<file path="config.mk">
export PLATFORM = sky130hd
export DESIGN_NAME = lru_array
export DESIGN_NICKNAME = d
export VERILOG_FILES = /design/src/rtl/lru_array.sv
export SDC_FILE = /design/constraint.sdc
export NUM_CORES = 2
export LEC_CHECK = 0
export BUFFER_PORTS_ARGS = -buffer_cell sky130_fd_sc_hd__clkbuf_2
export CELL_PAD_IN_SITES_DETAIL_PLACEMENT = 0
export CELL_PAD_IN_SITES_GLOBAL_PLACEMENT = 1
export CORE_AREA = 8 8 458 460
export DETAILED_ROUTE_END_ITERATION = 7
export DIE_AREA = 0 0 466 468
export PLACE_DENSITY = 0.73
export SYNTH_ARGS = -nofsm -noshare
export SYNTH_HDL_FRONTEND = slang
export SYNTH_SLANG_ARGS = --single-unit
export TNS_END_PERCENT = 1
</file>
<file path="constraint.sdc">
create_clock -name clk -period 8.3 [get_ports clk]
set_input_delay 0.83 -clock clk [delete_from_list [all_inputs] [get_ports clk]]
set_output_delay 0.83 -clock clk [all_outputs]
set_load 0.01 [all_outputs]
</file>
<file path="src/rtl/lru_array.sv">
// lru_array: registered true-LRU rank store for a set-associative cache.
// Each set keeps a WIDTH-bit rank per way (0 = MRU, WAYS-1 = LRU). A touch is
// captured in S1, applied to the array one cycle later, and the resulting
// victim way is reported the cycle after that. A counter sweep loads the
// identity permutation into every set after reset or flush.
module lru_array #(
  parameter int WIDTH    = 3,
  parameter int SETS     = 64,
  parameter int SET_BITS = 6
) (
  input  logic                clk,
  input  logic                rst,
  input  logic                flush,
  input  logic                req_en,
  output logic                req_rdy,
  input  logic [SET_BITS-1:0] req_set,
  input  logic [WIDTH-1:0]    req_hitA,
  input  logic [WIDTH-1:0]    req_hitB,
  input  logic                req_double,
  output logic                vic_valid,
  output logic [SET_BITS-1:0] vic_set,
  output logic [WIDTH-1:0]    vic_way,
  output logic                init_busy
);

  localparam int WAYS  = 1 << WIDTH;
  localparam int IDX_W = (SETS > 1) ? $clog2(SETS) : 1;

  typedef enum logic {INIT, READY} state_e;
  typedef logic [WAYS-1:0][WIDTH-1:0] row_t;

  state_e                     state_q, state_d;
  logic [SET_BITS-1:0]        cnt_q, cnt_d;
  row_t [SETS-1:0]            ranks_q, ranks_d;

  logic                       s1_valid_q, s1_valid_d;
  logic [SET_BITS-1:0]        s1_set_q, s1_set_d;
  logic [WIDTH-1:0]           s1_a_q, s1_a_d;
  logic [WIDTH-1:0]           s1_b_q, s1_b_d;
  logic                       s1_dbl_q, s1_dbl_d;

  logic                       vic_valid_q, vic_valid_d;
  logic [SET_BITS-1:0]        vic_set_q, vic_set_d;
  logic [WIDTH-1:0]           vic_way_q, vic_way_d;

  logic                       accept;
  logic [IDX_W-1:0]           s1_idx, cnt_idx;
  row_t                       old_row, new_row;
  logic [WIDTH-1:0]           r_a, r_b, r_w, vic_way_next;
  logic                       dbl_eff;

  assign req_rdy   = (state_q == READY);
  assign init_busy = (state_q == INIT);
  assign vic_valid = vic_valid_q;
  assign vic_set   = vic_set_q;
  assign vic_way   = vic_way_q;

  // Sets at or beyond SETS are dropped at the door so they never index the array.
  assign accept  = req_en && req_rdy && (int'(req_set) < SETS);
  assign s1_idx  = s1_set_q[IDX_W-1:0];
  assign cnt_idx = cnt_q[IDX_W-1:0];

  // Rank update for the set held in S1, plus the way that ends up LRU.
  always_comb begin
    // NOTE: every always_comb output gets a default first so no path infers a latch.
    old_row      = ranks_q[s1_idx];
    new_row      = old_row;
    r_w          = '0;
    vic_way_next = '0;
    r_a          = old_row[s1_a_q];
    r_b          = old_row[s1_b_q];
    // A double touch naming the same way twice degenerates to a single touch.
    dbl_eff      = s1_dbl_q && (s1_a_q != s1_b_q);
    for (int w = 0; w < WAYS; w++) begin
      r_w = old_row[w];
      if (WIDTH'(w) == s1_a_q) begin
        new_row[w] = '0;
      end else if (dbl_eff && (WIDTH'(w) == s1_b_q)) begin
        new_row[w] = WIDTH'(1);
      end else begin
        // Ways more recent than a touched way slide one place toward LRU.
        new_row[w] = r_w + WIDTH'(r_w < r_a) + WIDTH'(dbl_eff && (r_w < r_b));
      end
      if (new_row[w] == WIDTH'(WAYS - 1)) vic_way_next = WIDTH'(w);
    end
  end

  // Next-state logic: init sweep, request capture, array write-back, victim.
  always_comb begin
    state_d     = state_q;
    cnt_d       = cnt_q;
    ranks_d     = ranks_q;
    s1_valid_d  = 1'b0;
    s1_set_d    = s1_set_q;
    s1_a_d      = s1_a_q;
    s1_b_d      = s1_b_q;
    s1_dbl_d    = s1_dbl_q;
    vic_valid_d = 1'b0;
    vic_set_d   = vic_set_q;
    vic_way_d   = vic_way_q;
    case (state_q)
      INIT: begin
        for (int k = 0; k < WAYS; k++) ranks_d[cnt_idx][k] = WIDTH'(k);
        if (flush) begin
          cnt_d = '0;
        end else if (cnt_q == SET_BITS'(SETS - 1)) begin
          state_d = READY;
          cnt_d   = '0;
        end else begin
          cnt_d = cnt_q + SET_BITS'(1);
        end
      end
      READY: begin
        if (flush) begin
          // In-flight and same-cycle requests are discarded; the sweep rewrites everything.
          state_d = INIT;
          cnt_d   = '0;
        end else begin
          if (accept) begin
            s1_valid_d = 1'b1;
            s1_set_d   = req_set;
            s1_a_d     = req_hitA;
            s1_b_d     = req_hitB;
            s1_dbl_d   = req_double;
          end
          // Write-back lands before the next S1 read, so same-set back-to-back needs no bypass.
          if (s1_valid_q) begin
            ranks_d[s1_idx] = new_row;
            vic_valid_d     = 1'b1;
            vic_set_d       = s1_set_q;
            vic_way_d       = vic_way_next;
          end
        end
      end
      default: state_d = INIT;
    endcase
  end

  // Control and pipeline registers with synchronous reset.
  always_ff @(posedge clk) begin
    if (rst) begin
      state_q     <= INIT;
      cnt_q       <= '0;
      s1_valid_q  <= 1'b0;
      s1_set_q    <= '0;
      s1_a_q      <= '0;
      s1_b_q      <= '0;
      s1_dbl_q    <= 1'b0;
      vic_valid_q <= 1'b0;
      vic_set_q   <= '0;
      vic_way_q   <= '0;
    end else begin
      // NOTE: sequential state uses non-blocking assignment so all flops update together.
      state_q     <= state_d;
      cnt_q       <= cnt_d;
      s1_valid_q  <= s1_valid_d;
      s1_set_q    <= s1_set_d;
      s1_a_q      <= s1_a_d;
      s1_b_q      <= s1_b_d;
      s1_dbl_q    <= s1_dbl_d;
      vic_valid_q <= vic_valid_d;
      vic_set_q   <= vic_set_d;
      vic_way_q   <= vic_way_d;
    end
  end

  // Rank storage.
  always_ff @(posedge clk) begin
    // NOTE: the rank array has no reset; the init sweep loads it after every reset or flush.
    ranks_q <= ranks_d;
  end

endmodule

</file>
==> reports/metrics.csv <==
metric,value,unit
Synthesis Warnings,0,
minimum clock period,8.13,ns
drt pass-1 iters,7,
H-tree depth,4,
cts hold-fix bufs,0,
final hold vios,0,
top_reg_cell synth,edfxtp_1,
DIE WIDTH,466,um
"Design Area, Final",89600,sq um
area delta synth->final,11.4,%
Worst Tran Pin Value,1.54,ns
nets@finish,6592,
port bufs,28,
Syn Area/Cell,12.0,sq um
grt met2 use,44.7,%
RSZ-0062 raised after global routing,no,
postcts setup bufs,0,
placed insts,9041,
Placer Congestion,1.01,
DR vias,67900,
Post-synth EDFFs,1536,
All-Layer GR Usage,32.2,%
Max clock buf depth,3,
CP Class,reg -> reg,
DP HPWL,233000,um
Routed WL,368000,um
outcome,"finished, violations left",
fmax,0.123,GHz
syn nets,6794,
Max Transition Viols Final,7,
# setup viols final,0,
post-route ant nets,0,
maxcap violations,2,
Tcrit/Tclk final,98.0,%
"Clk pin slew, worst setup/hold paths",0.06,ns
Iter 0 DRT Violations,13200,
Hold Path Class,in -> reg,
Post-Route Utilization,44.1,%
GR Util met1,42.7,%
Yosys cell types,92,
GR Util met3,11.4,%
core area,203000,sq um
Clock Tree Root,clkbuf_16,
Fin Setup TNS,0,ns
mapped cell area,80400,sq um
leakage power figure,32.6,nW
layer with the highest usage,met2,
initial antenna violation count,20,
fillers,18500,
GRT overflow,0,
Async SR Flop Fraction,0,%
Cell Pwr Density,204,nW/um^2
PostCTS Resize Cnt,0,
failing checks,"max-capacitance violations, max-slew violations",
layout cells sized above 1,14.7,%
num rows,166,
vias in the first global route,62700,
Worst Setup End Kind,register,
"FF+latch count, synth",1567,
Post-Place Cell Area,84200,sq um
Worst setup SP type,register,
Residual DRC,0,
clock latency at the later pin of the worst-skew pair,0.86,ns
clock skew,0.0604,ns
initial core utilization,39.6,%
worst vdd ir,158,uV
I/O Pins,29,
CP max FO,64,
required time of the critical path,9.01,ns
Num CTS Buffers,171,
CTS tree,done,
crit path DAT,8.84,ns
routed len/inst,39.3,um
global-route wire length before repair,509000,um
slew margin rel.,-3.18,%
post-synthesis sequential area ratio,58.1,%
vias per cell,7.24,
Die ar.,218000,sq um
Synth Instances,6728,
Die H,468,um
fin cells,9367,
largest net degree at the start of global routing,150,
CTS Sinks,1567,
[layer usage]
layer  routed length (um)  vias up  share of wire, %
met5                  109        -             0.030
met4                28500       12               7.7
met3                55000     1066                15
met2               149000     6420                41
met1               135000    33900                37
li1                     -    26500                 -
[cell families after synthesis]
kind of cell    Yosys count  share of synthesized area (%)
buf+inv                 808                           4.63
flops                  1567                           58.1
xor+xnor                 13                          0.142
fa+ha+maj                49                          0.837
mux                     370                           6.06
compound gates         3165                           25.7
simple gates            756                           4.49
[cell usage after synthesis (8+ instances only)]
master | count | area, sq um
a31oi_1 | 37 | 231
dfxtp_1 | 31 | 621
a221oi_1 | 147 | 1290
a22oi_1 | 166 | 1250
buf_4 | 14 | 105
clkbuf_1 | 579 | 2170
or2_2 | 15 | 93.8
nor3b_1 | 9 | 67.6
a21oi_1 | 98 | 490
o31ai_1 | 8 | 60.1
mux2_4 | 8 | 120
and2_1 | 20 | 125
nand4_1 | 13 | 81.3
a22o_1 | 810 | 7090
edfxtp_1 | 1536 | 46100
xor2_1 | 8 | 70.1
inv_1 | 17 | 63.8
or3_1 | 12 | 75.1
or3b_2 | 10 | 87.6
and3_1 | 14 | 87.6
buf_1 | 42 | 158
mux2_1 | 25 | 282
a221o_1 | 36 | 360
nand3b_1 | 20 | 150
buf_2 | 80 | 400
nand2_1 | 211 | 792
nor2b_1 | 13 | 81.3
fa_1 | 8 | 160
nand3_1 | 37 | 185
buf_6 | 72 | 811
a211oi_1 | 22 | 165
nand2b_1 | 15 | 93.8
o21ai_0 | 1646 | 8240
o211ai_1 | 15 | 113
ha_1 | 41 | 513
nor3_1 | 39 | 195
mux2_2 | 82 | 923
o21ai_1 | 8 | 40.0
o22ai_1 | 84 | 526
mux2i_1 | 176 | 1760
o22a_1 | 11 | 96.3
nor2_1 | 285 | 1070
mux4_2 | 77 | 1730
[state kept, by name (all words and copies together) (netlist names)]
register,count
vic_valid,1
vic_way,3
ranks_q,1536
s1_valid_q,1
s1_dbl_q,1
vic_set,6
s1_b_q,3
s1_a_q,3
cnt_idx,6
req_rdy,1
s1_idx,6
[power breakdown]
part	internal, mW	switching, mW
Sequential	9.41	0.366
Clock	4.12	3.40
Combinational	0.496	0.440
[critical path: stages (launching register included)]
cell and delay [ns]:
dfxtp_4 0.89, buf_4 0.50, nand2b_1 0.99, o22ai_1 0.21, o31ai_1 0.89, nand4_1 0.21, nor4_2 0.85, nand2_1 0.14
o211a_1 0.18, o31ai_1 0.36, buf_12 0.20, ha_1 0.25, nand2_1 0.09, a31oi_1 0.05, a211o_1 0.31, fa_1 0.44
inv_1 0.07, ha_1 0.13, and2_4 0.80, a22o_1 0.30
[through the flow]
stage	setup slack, ns	power [mW]	hold WS (ns)
4_1_cts	0.615	18.2	0.153
5_1_grt	0.184	18.6	0.187
3_3_place_gp	0.681	10.7	0.448
3_5_place_dp	0.650	10.8	0.451
6_report	0.170	18.2	0.190
2_1_floorplan	2.36	10.4	0.450
[layout by cell type, fill, tap and decap left out, types with 82 or more instances in the layout]
| cell type | count |
|---|---|
| a21oi_1 | 96 |
| a221oi_1 | 147 |
| a22o_1 | 810 |
| a22oi_1 | 165 |
| buf_4 | 340 |
| clkbuf_16 | 174 |
| edfxtp_1 | 1536 |
| mux2_2 | 82 |
| mux2i_1 | 176 |
| nand2_1 | 206 |
| nor2_1 | 277 |
| o21ai_0 | 1579 |
| o22ai_1 | 84 |
[worst paths after layout]
check                          startpoint                      end  slack, ns  depth (start not counted)
setup / recovery   s1_idx[0]$_SDFFE_PP0P_   ranks_q[529]$_DFFE_PP_       0.17                         19
hold / removal                req_hitA[1]   s1_a_q[1]$_SDFFE_PP0P_       0.19                          3
setup reg to reg   s1_idx[0]$_SDFFE_PP0P_   ranks_q[529]$_DFFE_PP_       0.17                         19
hold reg to reg   vic_set[3]$_SDFFE_PP0P_  vic_set[3]$_SDFFE_PP0P_       0.46                          2
[area by class of cell]
type / count / area, sq um / share of cell area [%]
multi-input combinational: 4353 / 30500 / 34.0
sequential: 1567 / 46800 / 52.2
clock buffer: 228 / 4600 / 5.13
antenna: 13 / 32.5 / 0.0363
clock inverter: 85 / 701 / 0.782
tap: 2688 / 3360 / 3.75
timing repair buffer: 412 / 3570 / 3.99
inverter: 21 / 90.1 / 0.101
No activity file was read; power rests on OpenSTA's default activity.
